[config.mk]
export PLATFORM = sky130hd
export DESIGN_NAME = vga_frame_capture
export DESIGN_NICKNAME = d
export VERILOG_FILES = /design/src/rtl/vga_frame_capture.sv
export SDC_FILE = /design/constraint.sdc
export NUM_CORES = 1
export LEC_CHECK = 0
export CAP_MARGIN = 20
export CORE_MARGIN = 4
export CORE_UTILIZATION = 57
export DETAILED_ROUTE_END_ITERATION = 8
export PLACE_DENSITY = 0.81
export SLEW_MARGIN = 20
export SYNTH_ARGS = -nofsm -noshare
export SYNTH_HDL_FRONTEND = slang
export SYNTH_SLANG_ARGS = --single-unit
[constraint.sdc]
create_clock -name clk -period 2.75 [get_ports clk]
set_input_delay 0.275 -clock clk [delete_from_list [all_inputs] [get_ports clk]]
set_output_delay 0.275 -clock clk [all_outputs]
set_load 0.01 [all_outputs]
[src/rtl/vga_frame_capture.sv]
// vga_frame_capture
//
// Captures one complete active frame of a VGA-timed greyscale stream into
// video memory. The frame is written linearly from a base address chosen by
// image_select, matching the layout the display side reads from, so a
// captured image can be shown unchanged.
//
// Ports
//   clk, reset         single clock; synchronous active-high reset
//   pix_en             pixel strobe; video inputs are sampled only when 1
//   hsync, vsync       active-low syncs (only vsync edges are used)
//   blank_b            1 = active pixel; a falling edge ends a line
//   pixel              greyscale pixel value
//   image_select       chooses FRAME_BASE0/1, latched when start is accepted
//   start              one-cycle request to capture the next full frame
//   wr_ready           memory accepts the pending write this cycle
//   wr_en/wr_address/wr_data   single-entry write holding register
//   busy               capture in progress
//   done               one-cycle pulse when a capture ends
//   line_err           sticky: a line did not carry exactly H_ACTIVE pixels
//   frame_err          sticky: vsync arrived before V_ACTIVE lines
//   overrun            sticky: a pixel arrived while a write was still pending
module vga_frame_capture #(
    parameter int unsigned H_ACTIVE    = 640,
    parameter int unsigned V_ACTIVE    = 480,
    parameter logic [31:0] FRAME_BASE0 = 32'h0000_0000,
    parameter logic [31:0] FRAME_BASE1 = 32'h0004_B000,
    parameter int unsigned DATA_W      = 8
) (
    input  logic              clk,
    input  logic              reset,
    input  logic              pix_en,
    input  logic              hsync,
    input  logic              vsync,
    input  logic              blank_b,
    input  logic [DATA_W-1:0] pixel,
    input  logic              image_select,
    input  logic              start,
    input  logic              wr_ready,
    output logic              wr_en,
    output logic [31:0]       wr_address,
    output logic [DATA_W-1:0] wr_data,
    output logic              busy,
    output logic              done,
    output logic              line_err,
    output logic              frame_err,
    output logic              overrun
);

    localparam logic [15:0] H_MAX  = 16'(H_ACTIVE);
    localparam logic [15:0] V_MAX  = 16'(V_ACTIVE);
    localparam logic [31:0] H_STEP = 32'(H_ACTIVE);

    typedef enum logic [1:0] {IDLE, ARMED, CAPTURE, FINISH} state_t;

    state_t            state_q, state_d;
    logic              vsync_q, blank_q;
    logic [15:0]       x_q, x_d, y_q, y_d;
    logic              line_ovf_q, line_ovf_d;
    logic [31:0]       base_q, base_d;
    logic [31:0]       line_addr_q, line_addr_d;
    logic              wr_en_q, wr_en_d;
    logic [31:0]       wr_addr_q, wr_addr_d;
    logic [DATA_W-1:0] wr_data_q, wr_data_d;
    logic              line_err_q, line_err_d;
    logic              frame_err_q, frame_err_d;
    logic              overrun_q, overrun_d;

    // Horizontal sync carries no information the capture needs; line ends
    // are taken from blank_b instead.
    logic unused_hsync;
    assign unused_hsync = hsync;

    // Edge events, valid only on pixel-strobe cycles.
    logic vs_fall, bl_fall, in_cap, act, pix_wr, pix_extra;
    logic line_end, frame_full, frame_short, start_acc;
    logic [15:0] y_inc, y_after;

    assign vs_fall     = pix_en && vsync_q && !vsync;
    assign bl_fall     = pix_en && blank_q && !blank_b;
    assign in_cap      = (state_q == CAPTURE);
    assign act         = in_cap && pix_en && blank_b;
    assign pix_wr      = act && (x_q < H_MAX);
    assign pix_extra   = act && (x_q >= H_MAX);
    assign line_end    = in_cap && bl_fall;
    assign y_inc       = y_q + 16'd1;
    assign frame_full  = line_end && (y_inc == V_MAX);
    // Line-end processing takes precedence over a coincident vsync edge.
    assign y_after     = line_end ? y_inc : y_q;
    assign frame_short = in_cap && vs_fall && (y_after < V_MAX);
    assign start_acc   = (state_q == IDLE) && start;

    // State register and all datapath registers
    always_ff @(posedge clk) begin
        if (reset) begin
            state_q     <= IDLE;
            vsync_q     <= 1'b1;
            blank_q     <= 1'b0;
            x_q         <= '0;
            y_q         <= '0;
            line_ovf_q  <= 1'b0;
            base_q      <= '0;
            line_addr_q <= '0;
            wr_en_q     <= 1'b0;
            wr_addr_q   <= '0;
            wr_data_q   <= '0;
            line_err_q  <= 1'b0;
            frame_err_q <= 1'b0;
            overrun_q   <= 1'b0;
        end else begin
            state_q     <= state_d;
            if (pix_en) begin
                vsync_q <= vsync;
                blank_q <= blank_b;
            end
            x_q         <= x_d;
            y_q         <= y_d;
            line_ovf_q  <= line_ovf_d;
            base_q      <= base_d;
            line_addr_q <= line_addr_d;
            wr_en_q     <= wr_en_d;
            wr_addr_q   <= wr_addr_d;
            wr_data_q   <= wr_data_d;
            line_err_q  <= line_err_d;
            frame_err_q <= frame_err_d;
            overrun_q   <= overrun_d;
        end
    end

    // Next-state logic
    always_comb begin
        state_d = state_q;
        unique case (state_q)
            IDLE:    if (start) state_d = ARMED;
            ARMED:   if (vs_fall) state_d = CAPTURE;
            CAPTURE: if (frame_full || frame_short) state_d = FINISH;
            FINISH:  if (!wr_en_q) state_d = IDLE;
            default: state_d = IDLE;
        endcase
    end

    // Outputs
    always_comb begin
        done = (state_q == FINISH) && !wr_en_q;
        busy = (state_q != IDLE) && !done;
    end

    assign wr_en      = wr_en_q;
    assign wr_address = wr_addr_q;
    assign wr_data    = wr_data_q;
    assign line_err   = line_err_q;
    assign frame_err  = frame_err_q;
    assign overrun    = overrun_q;

    // Counters, sticky flags and write holding register
    always_comb begin
        x_d         = x_q;
        y_d         = y_q;
        line_ovf_d  = line_ovf_q;
        base_d      = base_q;
        line_addr_d = line_addr_q;
        wr_en_d     = wr_en_q;
        wr_addr_d   = wr_addr_q;
        wr_data_d   = wr_data_q;
        line_err_d  = line_err_q;
        frame_err_d = frame_err_q;
        overrun_d   = overrun_q;

        if (start_acc) begin
            base_d      = image_select ? FRAME_BASE1 : FRAME_BASE0;
            line_err_d  = 1'b0;
            frame_err_d = 1'b0;
            overrun_d   = 1'b0;
        end

        if ((state_q == ARMED) && vs_fall) begin
            x_d         = '0;
            y_d         = '0;
            line_ovf_d  = 1'b0;
            line_addr_d = base_q;
        end

        // The line start address is kept as a running sum, so the linear
        // address y*H_ACTIVE+x needs no multiplier.
        if (pix_wr)    x_d = x_q + 16'd1;
        if (pix_extra) line_ovf_d = 1'b1;

        if (line_end) begin
            if ((x_q != H_MAX) || line_ovf_q) line_err_d = 1'b1;
            x_d         = '0;
            y_d         = y_inc;
            line_ovf_d  = 1'b0;
            line_addr_d = line_addr_q + H_STEP;
        end

        if (frame_short) frame_err_d = 1'b1;

        // A pending write that is accepted this cycle frees the register
        // for a new pixel in the same cycle.
        if (pix_wr) begin
            if (!wr_en_q || wr_ready) begin
                wr_en_d   = 1'b1;
                wr_addr_d = line_addr_q + {16'b0, x_q};
                wr_data_d = pixel;
            end else begin
                overrun_d = 1'b1;
            end
        end else if (wr_en_q && wr_ready) begin
            wr_en_d = 1'b0;
        end
    end

endmodule

---- After elaboration in Yosys (flattened, before gate mapping) ----
Index checks and enable logic that the tools add are counted.
word-level totals
  output and inout port bits .............. 46
  RAM bits ................................ 0
  memories kept ........................... 0
  input port bits ......................... 17
  bits in read-only memories .............. 0
  logic and storage cells ................. 91
  register bits after elaboration ......... 145
  latch bits .............................. 0
operators by class
  div/mod/pow operators ................... 0
  reduce and logical (&&, ||, !) cells .... 35
  $add $sub $neg .......................... 4
  mux-type cells .......................... 25
  equality and inequality tests ........... 10
  shift-type cells ........................ 0
  $mul .................................... 0
  bitwise operators ....................... 0
  magnitude comparators ................... 3
operators by type and width
  kind                    count
  $mux 16                 4
  $mux 32                 2
  $add 16x1->16 const B   2
  $add 32x10->32 const B  1
  $add 32x16->32          1
  $mux 19                 1
  $logic_and 1x1->1       17
  $eq 16x9->1 const B     1
  $ge 16x10->1 const B    1
  $lt 16x10->1 const B    1
  $lt 16x9->1 const B     1
  $ne 16x10->1 const B    1
  $mux 1                  13
  $reduce_bool 2->1       6
  $mux 2                  4
  $pmux 2 s4              1
  $ne 2x2->1 const B      3
  $eq 2x2->1 const B      2
  $logic_not 1->1         4
  $ne 2x1->1 const B      2
  $reduce_and 2->1        2
  $reduce_and 4->1        1
  $logic_or 1x1->1        3
  $eq 2x1->1 const B      1
  other kinds (2)         2

---- Longest topological paths before layout ----
  depth after elaboration ................. 9
  mapped depth ............................ 9
  mapped depth without buffers ............ 9

---- Worst setup path after synthesis ----
Ideal clock, no wire load.
  kind .................................... reg2reg
  start ................................... reg x_q[8]
  end ..................................... reg wr_addr_q[20], in the netlist wr_address[20]
  buffers on the path ..................... 1
  setup slack ............................. 385 ps
  required time ........................... 2,670 ps
  arrival ................................. 2,285 ps
  clock period less this slack ............ 2,365 ps
  library setup time ...................... 80 ps
  stages on the path, launching flop included .. 10
  cell sequence ........................... dfxtp_1 > ha_1 > a21o_1 > a21o_1 > a211oi_1 > o31a_1 > buf_2 > nor2_1 > xnor2_1 > a211oi_2
on the way
  longest elaborated chain between the ends .. 3
  elaborated cells on any way between the ends .. 4
  classes of those cells .................. add/sub (1); order compare (1); reduce/logical (2)
ends and longest elaborated chain
  item                               RTL line  RTL
  start, declared                    58        logic [15:0] x_q, x_d, y_q, y_d;
  start signal, assigned             99        x_q <= '0;
  start signal, assigned             116       x_q <= x_d;
  $lt 16x10->1                       83        assign pix_wr = act && (x_q < H_MAX);
  $logic_and 1x1->1                  83
  $reduce_and 2->1 (no source line)  -
  end signal, assigned               122       wr_addr_q <= wr_addr_d;
  end, declared                      63        logic [31:0] wr_addr_q, wr_addr_d;
Several ways; a longest one is shown, not always the timed one.
A chain may end at the register's enable or synchronous reset.

---- Worst setup path in the final report ----
  start ................................... reg y_q[0]
  end ..................................... reg state_q[0]
on the way
  longest elaborated chain between the ends .. 7
  elaborated cells on any way between the ends .. 9
  classes of those cells .................. add/sub (1); order compare (1); eq/ne (2); mux (1); reduce/logical (4)
ends and longest elaborated chain
  item                                 RTL line  RTL
  start, declared                      58
  start signal, assigned               117       y_q <= y_d;
  $add 16x1->16                        86        assign y_inc = y_q + 16'd1;
  $mux 16                              89        assign y_after = line_end ? y_inc : y_q;
  $lt 16x9->1                          90        assign frame_short = in_cap && vs_fall && (y_after < V_MAX);
  $logic_and 1x1->1                    90
  $logic_or 1x1->1 *                   136       CAPTURE: if (frame_full || frame_short) state_d = FINISH;
  $ne 2x1->1 (no source line) *        -
  $reduce_and 4->1 (no source line) *  -
  end signal, assigned                 111       state_q <= state_d;
  end, declared                        56        state_t state_q, state_d;
Mark *: on every way between the ends. The rest lies on a longest branch, timed or not.

==> flow_summary.toml <==
[hold_path]
whs_path_depth = 2
hp-class = "in2reg"

[clock_network]
cts_tree = "yes"
cts_max_path_buffers = 2
clock_latency_ns = 0.38
htreeDepth = 3
cts.reportedPaths.clkPinSlew_ns = 0.11
cts_root_buf = "clkbuf_8"
hold_buffers = 0
cts.sinks = 107
cts_buffers = 9
cts_resized = 0
postCtsSetupBuffers = 0

[timing]
fmax_mhz = 388
layout_setup_ws_ns = 0.172
min_period_over_period = 0.937
finalSetupTns_ns = 0
slew_viol_final = 0
hold_viol_final = 0
clock_skew_ns = 0.00908
rsz0062_at_grt = "true"
setup_viol = 0
min_period_ns = 2.58
maxSlewHeadroom = 0.623
worst_slew_pin_slew_ns = 0.566

[logic_synthesis]
yosysMostFrequentCell = "dfxtp_1"
syn_area_per_cell_um2 = 8.05
syn_nets = 729
ys_seq_area_frac = 0.384
yosys-top-cells-count = "dfxtp_1, nand2_1, nor2_1"
yosys.cell_types.count = 66
yosysTopAreaCellShare = 0.384
syn_inst = 694
synth_area_leaders = "dfxtp_1, nand2_1, a21oi_1"
yosys_warnings = 0
syn_area_mm2 = 0.00559
synth.ff_latch_count = 107
synthArstFlopShare = 0
yosysTopAreaCell = "dfxtp_1"
synth_flop_cell = "dfxtp_1"
synth_edf_count = 0

[power]
pwr-share-clk = 0.309
power_frac_comb = 0.150
p_leak_nw = 2.24
p_per_area_mw_per_mm2 = 459
ir_worst_vdd_uv = 339
power_mw = 2.99
cell_internal_pwr_mw = 2.13
p_sw_frac = 0.286
p_switching_mw = 0.856
seqPwrFrac = 0.541

[critical_path]
crit_type = "reg2reg"
crit_arrival_ns = 2.87
worstSetupEndpointType = "flop"
cp_max_fo = 5
worst_r2r_path_depth = 8
cp.required_ns = 3.04
crit_path_start_kind = "flop"

[die]
core_area_mm2 = 0.00937
dieArea_mm2 = 0.0114
initial_core_util = 0.596
fp-row-count = 35
dieWidth_um = 107
dieHeight_um = 107
io_pins = 63

[cells_and_area]
num_antenna_cells = 0
areaGrowthSynthToFinish_pct = 16.5
fin_nets = 773
drive_gt1_frac = 0.0929
fill_cells = 816
final_util = 0.694

[run]
drv_cap = 0

[placed_design]
pre_cts_ws_ns = 0.123
hpwlAfterDp_um = 9130
port-buffer-count = 61
gp_congestion = 0.903

[grt]
antenna_found_initial = 0
grt_pass1_wl_um = 22300
grt_overflow = 0
grt_pass1_vias = 4871
grt_max_degree = 51
grt_use_total = 0.232

[routing]
postRouteAntennaNets = 0
routed_wl_um = 12900
first_pass_iters = 5
via_per_inst = 5.92
via_count = 5160
wl_per_cell_um = 14.8
drt_iter0_markers = 196
drcViolationCount = 0

[run_status]
status = "completed"
[layout make-up]
class / count / area [um^2] / share of cell area
Tap cell: 129 / 161 / 0.0248
Multi-Input combinational cell: 535 / 3240 / 0.498
Timing Repair Buffer: 77 / 751 / 0.115
Inverter: 8 / 30.0 / 0.00461
Clock inverter: 7 / 61.3 / 0.00942
Clock buffer: 9 / 124 / 0.0190
Sequential cell: 107 / 2140 / 0.329
[kinds of logic (layout without fill, tap and decap cells)]
| group | count (synthesis) | count (layout) | synth area share |
|---|---|---|---|
| simple gates | 320 | 320 | 0.285 |
| compound gates | 164 | 164 | 0.195 |
| flops | 107 | 107 | 0.384 |
| buf+inv | 52 | 101 | 0.0408 |
| xor+xnor | 23 | 23 | 0.0361 |
| fa+ha+maj | 18 | 18 | 0.0403 |
| mux | 10 | 10 | 0.0195 |
[registers in the layout (all words and copies together), names as in the netlist]
name and flops:
line_err 1, wr_data 8, wr_en 1, wr_address 32, base_q 1, y_q 16
line_ovf_q 1, line_addr_q 25, state_q 2, x_q 16, frame_err 1, blank_q 1
overrun 1, vsync_q 1
[per-layer routing]
metal,GRT usage,vias up,wire length (um)
met5,0,-,0
met4,0.0904,0,235
met3,0.0307,23,692
met2,0.407,168,6330
met1,0.289,2406,5690
li1,-,2563,-
[through the flow]
step	cells	area (um^2)	hold WS, ns
floorplan	694	5590	0.397
global placement	856	6300	0.438
detailed placement	856	6300	0.447
CTS	872	6480	0.378
global route	872	6510	0.391
finish	872	6510	0.356
[power by group through the flow]
stage          logic, mW  clock network, mW  registers [mW]
6_report           0.448              0.924            1.62
5_1_grt            0.499              0.993            1.62
4_1_cts            0.451              0.935            1.62
3_5_place_dp       0.448                  0            1.65
3_3_place_gp       0.432                  0            1.65
2_1_floorplan      0.269                  0            1.66
[worst paths after layout]
path	startpoint	end	slack, ns
min reg2reg	wr_address[11]	wr_address[11]	0.46
max	y_q[0]	state_q[0]	0.17
min	reset	line_err	0.36
max reg2reg	y_q[0]	state_q[0]	0.17
[placed cells by master (no fill, tap or decap), types with 9 or more instances in the layout]
master,count
a21oi_1,65
nand2b_1,10
nor3_1,25
dfxtp_1,107
and2_1,10
clkbuf_8,9
nand4_1,10
ha_1,18
xnor2_1,18
a31oi_1,15
clkdlybuf4s50_1,60
a211oi_2,13
and3_1,11
nor2_1,81
buf_4,14
o21ai_0,28
nand2_1,91
nand3_1,29
[worst max-delay path, stage by stage (launching register included)]
cell      delay, ns
dfxtp_1        0.42
ha_1           0.26
nand4_1        0.28
nor4_2         0.42
mux2i_1        0.22
a31oi_1        0.08
o41ai_1        0.40
a21oi_1        0.12
a221oi_1       0.30
No activity file was read; power rests on OpenSTA's default activity.
